===== src/rtl/mux2_rr_arbiter_if.sv =====
// Handshake bundle between two packet sources, the arbiter, and the downstream 2:1 mux stage.
// The slave modport is the arbiter's view; master is the view of whatever drives the sources.
interface mux2_rr_arbiter_if #(
    parameter int W = 8
);
    logic         in0_valid;
    logic [W-1:0] in0_data;
    logic         in0_last;
    logic         in0_ready;

    logic         in1_valid;
    logic [W-1:0] in1_data;
    logic         in1_last;
    logic         in1_ready;

    logic         out_valid;
    logic [W-1:0] out_data;
    logic         out_last;
    logic         out_ready;
    logic         sel;

    modport slave (
        input  in0_valid, in0_data, in0_last,
        output in0_ready,
        input  in1_valid, in1_data, in1_last,
        output in1_ready,
        output out_valid, out_data, out_last, sel,
        input  out_ready
    );

    modport master (
        output in0_valid, in0_data, in0_last,
        input  in0_ready,
        output in1_valid, in1_data, in1_last,
        input  in1_ready,
        input  out_valid, out_data, out_last, sel,
        output out_ready
    );
endinterface


===== src/rtl/mux2_rr_arbiter.sv =====
// Two-channel round-robin packet arbiter with a registered output stage and registered mux select.
// A grant is held from the first beat of a packet through its last beat.
module mux2_rr_arbiter #(
    parameter int W = 8
) (
    input  logic                clk,
    input  logic                rst_n,
    mux2_rr_arbiter_if.slave    bus
);
    typedef enum logic [1:0] {
        IDLE  = 2'b00,
        LOCK0 = 2'b01,
        LOCK1 = 2'b10
    } state_t;

    state_t         state_q, state_d;
    logic           prio_q, prio_d;
    logic           out_valid_q, out_valid_d;
    logic [W-1:0]   out_data_q, out_data_d;
    logic           out_last_q, out_last_d;
    logic           sel_q, sel_d;

    logic           load;
    logic           grant0, grant1;
    logic           acc0, acc1;

    assign load = ~out_valid_q | bus.out_ready;

    always_comb begin
        grant0 = 1'b0;
        grant1 = 1'b0;
        case (state_q)
            IDLE: begin
                if (bus.in0_valid && bus.in1_valid) begin
                    grant0 = ~prio_q;
                    grant1 = prio_q;
                end else begin
                    grant0 = bus.in0_valid;
                    grant1 = bus.in1_valid;
                end
            end
            LOCK0:   grant0 = 1'b1;
            LOCK1:   grant1 = 1'b1;
            default: ;
        endcase
    end

    // rst_n gating keeps both readys low while reset is held, when load is 1.
    assign bus.in0_ready = rst_n & load & grant0;
    assign bus.in1_ready = rst_n & load & grant1;

    assign acc0 = bus.in0_valid & bus.in0_ready;
    assign acc1 = bus.in1_valid & bus.in1_ready;

    always_comb begin
        state_d     = (state_q == LOCK0 || state_q == LOCK1) ? state_q : IDLE;
        prio_d      = prio_q;
        out_valid_d = out_valid_q;
        out_data_d  = out_data_q;
        out_last_d  = out_last_q;
        sel_d       = sel_q;

        if (acc0) begin
            out_valid_d = 1'b1;
            out_data_d  = bus.in0_data;
            out_last_d  = bus.in0_last;
            sel_d       = 1'b0;
            if (bus.in0_last) begin
                state_d = IDLE;
                prio_d  = 1'b1;
            end else begin
                state_d = LOCK0;
            end
        end else if (acc1) begin
            out_valid_d = 1'b1;
            out_data_d  = bus.in1_data;
            out_last_d  = bus.in1_last;
            sel_d       = 1'b1;
            if (bus.in1_last) begin
                state_d = IDLE;
                prio_d  = 1'b0;
            end else begin
                state_d = LOCK1;
            end
        end else if (load) begin
            out_valid_d = 1'b0;
        end
    end

    always_ff @(posedge clk or negedge rst_n) begin
        if (!rst_n) begin
            state_q     <= IDLE;
            prio_q      <= 1'b0;
            out_valid_q <= 1'b0;
            out_data_q  <= '0;
            out_last_q  <= 1'b0;
            sel_q       <= 1'b0;
        end else begin
            state_q     <= state_d;
            prio_q      <= prio_d;
            out_valid_q <= out_valid_d;
            out_data_q  <= out_data_d;
            out_last_q  <= out_last_d;
            sel_q       <= sel_d;
        end
    end

    assign bus.out_valid = out_valid_q;
    assign bus.out_data  = out_data_q;
    assign bus.out_last  = out_last_q;
    assign bus.sel       = sel_q;
endmodule

===== src/flat_wrapper.sv =====
// flat-port wrapper written by rule: the top's interface ports become plain ports
module mux2_rr_arbiter_flat 
#(
    parameter int W = 8
)
  (clk, rst_n, bus_in0_valid, bus_in0_data, bus_in0_last, bus_in0_ready, bus_in1_valid, bus_in1_data, bus_in1_last, bus_in1_ready, bus_out_valid, bus_out_data, bus_out_last, bus_sel, bus_out_ready);
  mux2_rr_arbiter_if #(.W(W)) bus_i ();
  input  logic clk;
  input  logic rst_n;
  input wire logic [$bits(bus_i.in0_valid)-1:0] bus_in0_valid;
  input wire logic [$bits(bus_i.in0_data)-1:0] bus_in0_data;
  input wire logic [$bits(bus_i.in0_last)-1:0] bus_in0_last;
  output wire logic [$bits(bus_i.in0_ready)-1:0] bus_in0_ready;
  input wire logic [$bits(bus_i.in1_valid)-1:0] bus_in1_valid;
  input wire logic [$bits(bus_i.in1_data)-1:0] bus_in1_data;
  input wire logic [$bits(bus_i.in1_last)-1:0] bus_in1_last;
  output wire logic [$bits(bus_i.in1_ready)-1:0] bus_in1_ready;
  output wire logic [$bits(bus_i.out_valid)-1:0] bus_out_valid;
  output wire logic [$bits(bus_i.out_data)-1:0] bus_out_data;
  output wire logic [$bits(bus_i.out_last)-1:0] bus_out_last;
  output wire logic [$bits(bus_i.sel)-1:0] bus_sel;
  input wire logic [$bits(bus_i.out_ready)-1:0] bus_out_ready;
  assign bus_i.in0_valid = bus_in0_valid;
  assign bus_i.in0_data = bus_in0_data;
  assign bus_i.in0_last = bus_in0_last;
  assign bus_in0_ready = bus_i.in0_ready;
  assign bus_i.in1_valid = bus_in1_valid;
  assign bus_i.in1_data = bus_in1_data;
  assign bus_i.in1_last = bus_in1_last;
  assign bus_in1_ready = bus_i.in1_ready;
  assign bus_out_valid = bus_i.out_valid;
  assign bus_out_data = bus_i.out_data;
  assign bus_out_last = bus_i.out_last;
  assign bus_sel = bus_i.sel;
  assign bus_i.out_ready = bus_out_ready;
  mux2_rr_arbiter #(.W(W)) u_core (.clk(clk), .rst_n(rst_n), .bus(bus_i));
endmodule

===== config.mk =====
export PLATFORM = sky130hd
export DESIGN_NAME = mux2_rr_arbiter_flat
export DESIGN_NICKNAME = d
export VERILOG_FILES = /design/src/rtl/mux2_rr_arbiter_if.sv /design/src/rtl/mux2_rr_arbiter.sv /design/src/flat_wrapper.sv
export SDC_FILE = /design/constraint.sdc
export NUM_CORES = 1
export LEC_CHECK = 0
export CORE_MARGIN = 5
export CORE_UTILIZATION = 38
export CTS_BUF_LIST = sky130_fd_sc_hd__clkbuf_4 sky130_fd_sc_hd__clkbuf_8
export DETAILED_ROUTE_END_ITERATION = 8
export PLACE_DENSITY = 0.78
export SLEW_MARGIN = 15
export SYNTH_ARGS = -nofsm -noshare
export SYNTH_HDL_FRONTEND = slang
export SYNTH_SLANG_ARGS = --single-unit

===== constraint.sdc =====
create_clock -name clk -period 1.8 [get_ports clk]
set_clock_uncertainty 0.15 [all_clocks]
set_input_delay 0.36 -clock clk [delete_from_list [all_inputs] [get_ports clk]]
set_output_delay 0.36 -clock clk [all_outputs]
set_load 0.01 [all_outputs]

== Word level (Yosys, flattened, before mapping) ==
Index checks and enable logic that the tools add are counted.

* Register bits: 14
* Output and inout port bits: 13
* Logic and storage cells: 47

* Bitwise operators: 8
* Multiplexer cells: 22
* Reductions and logical operators: 7
* Equality and inequality tests: 4

{| class="wikitable"
|+ Operators with widths
! cell !! number
|-
| $mux W8 || 2
|-
| $mux W1 || 14
|-
| $mux W2 || 4
|-
| $and A1 B1 Y1 || 5
|-
| $pmux W1 S2 || 2
|-
| $reduce_bool A2 Y1 || 2
|-
| $ne A3 B1 Y1 const B || 1
|-
| $reduce_and A3 Y1 || 1
|-
| $reduce_bool A3 Y1 || 1
|-
| $eq A2 B1 Y1 const B || 1
|-
| $eq A2 B2 Y1 const B || 1
|-
| $logic_not A2 Y1 || 1
|-
| $ne A2 B2 Y1 const B || 1
|-
| $not A1 Y1 || 2
|-
| $logic_and A1 B1 Y1 || 1
|-
| $logic_or A1 B1 Y1 || 1
|-
| $or A1 B1 Y1 || 1
|}

== Longest topological paths before layout ==
Gate-level depths: netlist of run 1.

* Word-level depth: 7
* Mapped depth: 8

== Worst setup path before layout of run 1 ==
Ideal clock, no wire load.

* Path type: register to register
* Start point: register u_core.state_q[0]
* End point: register u_core.out_data_q[0], in the netlist u_core.bus.out_data[0]
* Clock period less this slack: 1749 ps
* Setup time: 123 ps
* Path buffers: 1
* Path slack: 51 ps
* Stages on the path, launching flop included: 8
* Data required time: 1527 ps
* Data arrival time: 1476 ps
* Cells stage by stage: dfrtp_1 > inv_1 > ha_1 > a21boi_4 > o2111ai_4 > buf_8 > mux2i_1 > a21oi_1

* Longest elaborated chain between the ends: 5

{| class="wikitable"
|+ Ends and longest elaborated chain
! element !! line !! text
|-
| start: declaration || mux2_rr_arbiter.sv:16 || <nowiki>state_t state_q, state_d;</nowiki>
|-
| start signal: assignment || mux2_rr_arbiter.sv:99 || <nowiki>state_q <= state_d;</nowiki>
|-
| $eq A2 B1 Y1 (tied with other cells) || mux2_rr_arbiter.sv:32 || <nowiki>case (state_q)</nowiki>
|-
| $pmux W1 S2 || mux2_rr_arbiter.sv:32 ||
|-
| $and A1 B1 Y1 (on tied branches) || mux2_rr_arbiter.sv:49, mux2_rr_arbiter.sv:50 ||
|-
| $and A1 B1 Y1 (on tied branches) || mux2_rr_arbiter.sv:52, mux2_rr_arbiter.sv:53 ||
|-
| $mux W8 or $reduce_bool A2 Y1 (tied branches) || - ||
|-
| end signal: assignment || mux2_rr_arbiter.sv:102 || <nowiki>out_data_q <= out_data_d;</nowiki>
|-
| end: declaration || mux2_rr_arbiter.sv:19 || <nowiki>logic [W-1:0] out_data_q, out_data_d;</nowiki>
|}

Parallel ways exist; a longest one is shown, timed or not.
A chain may end at the register's enable or synchronous reset.

== Final worst setup path of run 1 ==
* Start point: register u_core.state_q[1]
* End point: register u_core.out_data_q[0], in the netlist u_core.bus.out_data[0]

The elaborated chain is that of the path after synthesis.

==> flow_metrics.py, run 1 <==
metrics = {
    "timing": {
        "min_period_ns": 1.93,
        "drv_slew": 0,
        "slew_headroom_pct": 84.2,
        "fin_setup_tns_ns": -0.908,
        "max_freq_ghz": 0.519,
        "final_hold_viol_count": 0,
        "post-route-period-util_pct": 107,
        "fin_ws_ns": -0.127,
        "finalSetupViolations": 12,
        "rsz0062_at_grt": "true",
        "tightest_slew_ns": 0.237,
    },
    "worst_setup_path": {
        "slowest_delay_ns": 0.38,
        "endpoint_kind": "flop",
        "crit_type": "flop to flop",
        "required_ns": 1.85,
        "startpoint_type": "flop",
        "cp_max_fo": 5,
        "path_delay_family": "compound AO/OA/AOI/OAI gates",
        "path_cells": "inv_2, buf_4, ha_4, buf_6, o21a_1, o211a_4, clkbuf_4, a21oi_1",
        "cp_slowest_cell": "dfrtp_1",
        "arrival_ns": 1.98,
        "path_buf_inv": 4,
    },
    "pwr": {
        "seq_power_share_pct": 37.4,
        "p_switching_uw": 419,
        "power_density_nw_per_um2": 832,
        "internal-power_uw": 818,
        "combPwrFrac_pct": 48.3,
        "p_leak_nw": 0.666,
        "p_clk_share_pct": 14.3,
        "switching_share_pct": 33.9,
        "power_mw": 1.24,
        "peakVddDrop_uv": 662,
    },
    "layout": {
        "layout-area-overhead-vs-synth_pct": 86.5,
        "antenna_cells": 0,
        "drive_gt1_share_pct": 39.8,
        "design_area_um2": 1490,
        "layout_commonest_cell": "clkdlybuf4s50_1",
        "layout_common_cells": "clkdlybuf4s50_1, buf_4, dfrtp_1, mux2i_1",
        "nNetsFinal": 161,
    },
    "clocking": {
        "cts_tree": "done",
        "cts_buffers": 3,
        "hold_buffers": 0,
        "clock_path_buffers": 2,
        "clk_pin_slew_ns": 0.08,
        "htreeDepth": 1,
        "worstSkewPairLatency_ns": 0.28,
        "cts.sink_count": 14,
        "root_buffer": "clkbuf_4",
    },
    "die": {
        "die_area_um2": 3110,
        "fp.dieH_um": 55.8,
        "rows": 16,
        "die_w_um": 55.8,
        "start_util_pct": 40.2,
        "io-pin-count": 36,
        "core_area_um2": 1980,
    },
    "route": {
        "drt_first_pass_iters": 4,
        "num_vias": 800,
        "wirelength_um": 2520,
        "viasPerCell": 5.00,
        "wl_met2_um": 1280,
        "met3_wirelength_um": 205,
        "avgRoutedWirePerCell_um": 15.8,
        "drtAntennaViolNets": 0,
        "top_layer": "met4",
        "drt_iter0_drc": 12,
        "wl_met1_um": 987,
        "drc_errors": 0,
    },
    "logic_synthesis": {
        "yosysWarnings": 0,
        "postSynthAreaPerCell_um2": 10.4,
        "ys_ff_latch": 14,
        "postSynthCellCount": 77,
        "syn_area_um2": 797,
        "synth.distinct_cells": 25,
        "seq_area_frac_synth_pct": 44.0,
        "syn-num-nets": 103,
    },
    "outcome": {
        "outcome": "finished, violations left",
        "violations": "negative setup slack",
    },
    "placed_design": {
        "portBuffers": 35,
        "routabilityCongestion": 0.749,
        "preCtsSetupSlack_ns": -0.434,
        "dpl.hpwl_um": 1660,
        "placed_cell_area_um2": 1290,
    },
    "global_routing": {
        "grt_overflow": 0,
        "antenna_found_initial": 0,
        "grt_pass1_wl_um": 3750,
        "grt_use_total_pct": 15.2,
        "grt_max_degree": 18,
        "grt_pass1_vias": 832,
    },
    "worst_hold_path": {
        "holdCritPathClass": "input port to async pin",
    },
    "flow_run": {
        "max_cap_viol_count": 0,
    },
}
-- registers in the layout, summed over array words and instances (netlist names) --
register and flops:
u_core.bus.sel 1, u_core.bus.out_data 8, u_core.bus.out_valid 1, u_core.bus.out_last 1, u_core.prio_q 1, u_core.state_q 2
-- power by group through the flow --
stage	Clock, mW	Sequential (mW)	Combinational [mW]
floorplan	0	0.470	0.187
global placement	0	0.437	0.493
detailed placement	0	0.441	0.505
CTS	0.175	0.444	0.547
global route	0.197	0.473	0.642
finish	0.177	0.462	0.597
-- layer usage --
layer  vias up  global-route usage, %
li1        383                      -
met1       380                   14.5
met2        31                   28.7
met3         6                   6.50
met4         0                   5.21
met5         -                      0
-- worst reg2reg max path, cell delays in order, from the launching register on --
cell	delay [ns]
dfrtp_1	0.38
inv_2	0.06
buf_4	0.14
ha_4	0.16
buf_6	0.12
o21a_1	0.19
o211a_4	0.28
clkbuf_4	0.18
a21oi_1	0.17
-- stage by stage --
| step | instances | util (%) | hold slack (ns) |
|---|---|---|---|
| final | 160 | 75.0 | 0.316 |
| after global routing | 160 | 75.0 | 0.334 |
| after CTS | 160 | 70.4 | 0.336 |
| after detailed placement | 154 | 65.0 | 0.334 |
| after global placement | 154 | 65.0 | 0.325 |
| after floorplan | 77 | - | -0.0856 |
-- kinds of logic (layout without fill, tap and decap cells) --
| kind of cell | Yosys count | in the layout | synth area share (%) |
|---|---|---|---|
| AO/OA/AOI/OAI | 24 | 24 | 23.2 |
| adder cells (fa/ha/maj) | 3 | 3 | 4.71 |
| buffers and inverters | 8 | 64 | 7.38 |
| flip-flops | 14 | 14 | 44.0 |
| multiplexers | 8 | 8 | 10.0 |
| AND/OR/NAND/NOR | 20 | 20 | 10.7 |
-- synthesized netlist by cell type --
master,instances,area [µm²]
ha_1,3,37.5
nand3_1,2,10.0
a21oi_2,1,8.76
nor2_1,12,45.0
clkbuf_8,1,13.8
inv_1,4,15.0
buf_8,1,15.0
a21boi_4,1,18.8
o21a_1,3,22.5
or3_1,1,6.26
a21oi_1,11,55.1
a31oi_1,1,6.26
o31a_2,1,10.0
o22ai_1,1,6.26
o211a_1,1,10.0
nand2_1,3,11.3
inv_2,1,3.75
nand2b_1,2,12.5
dfrtp_1,14,350
a22o_1,1,8.76
mux2i_1,8,80.1
o211ai_1,1,7.51
o2111ai_4,1,26.3
buf_6,1,11.3
o21ai_0,1,5.00
-- path summary, 6_finish.rpt --
kind | from | to | slack (ns) | cells after the start
min reg2reg | u_core.bus.sel | u_core.bus.sel | 0.35 | 1
max reg2reg | u_core.state_q[1] | u_core.bus.out_data[0] | -0.13 | 8
min | rst_n | u_core.state_q[1] | 0.32 | 2
max | u_core.state_q[1] | u_core.bus.out_data[0] | -0.13 | 8
min in group clk | u_core.bus.sel | u_core.bus.sel | 0.35 | 1
max in group asynchronous | rst_n | u_core.bus.out_data[5] | 0.98 | 2
-- layout make-up --
cell class / instances / area [µm²]
tap: 27 / 33.8
fill: 141 / 495
multi-input combinational: 55 / 517
sequential: 14 / 350
clock buffer: 3 / 22.5
timing repair buffer: 56 / 544
inverter: 5 / 18.8
-- timing repair --
item                       4_1_cts  5_1_grt
setup endpoints to repair       13       16
gates resized for setup         28       22
gates cloned                     1        0
pin swaps                        7        6
setup buffers                    2        0
Power figures use the tool's default switching activity.
==> run 2: changes to the inputs <==
--- a/config.mk
+++ b/config.mk
@@ -8,6 +8,7 @@
 export CORE_MARGIN = 5
 export CORE_UTILIZATION = 38
 export CTS_BUF_LIST = sky130_fd_sc_hd__clkbuf_4 sky130_fd_sc_hd__clkbuf_8
+export CTS_CLUSTER_SIZE = 25
 export DETAILED_ROUTE_END_ITERATION = 8
 export PLACE_DENSITY = 0.78
 export SLEW_MARGIN = 15
==> results of run 2 <==
The final DEF is identical to that of run 1; final timing and power are the same.
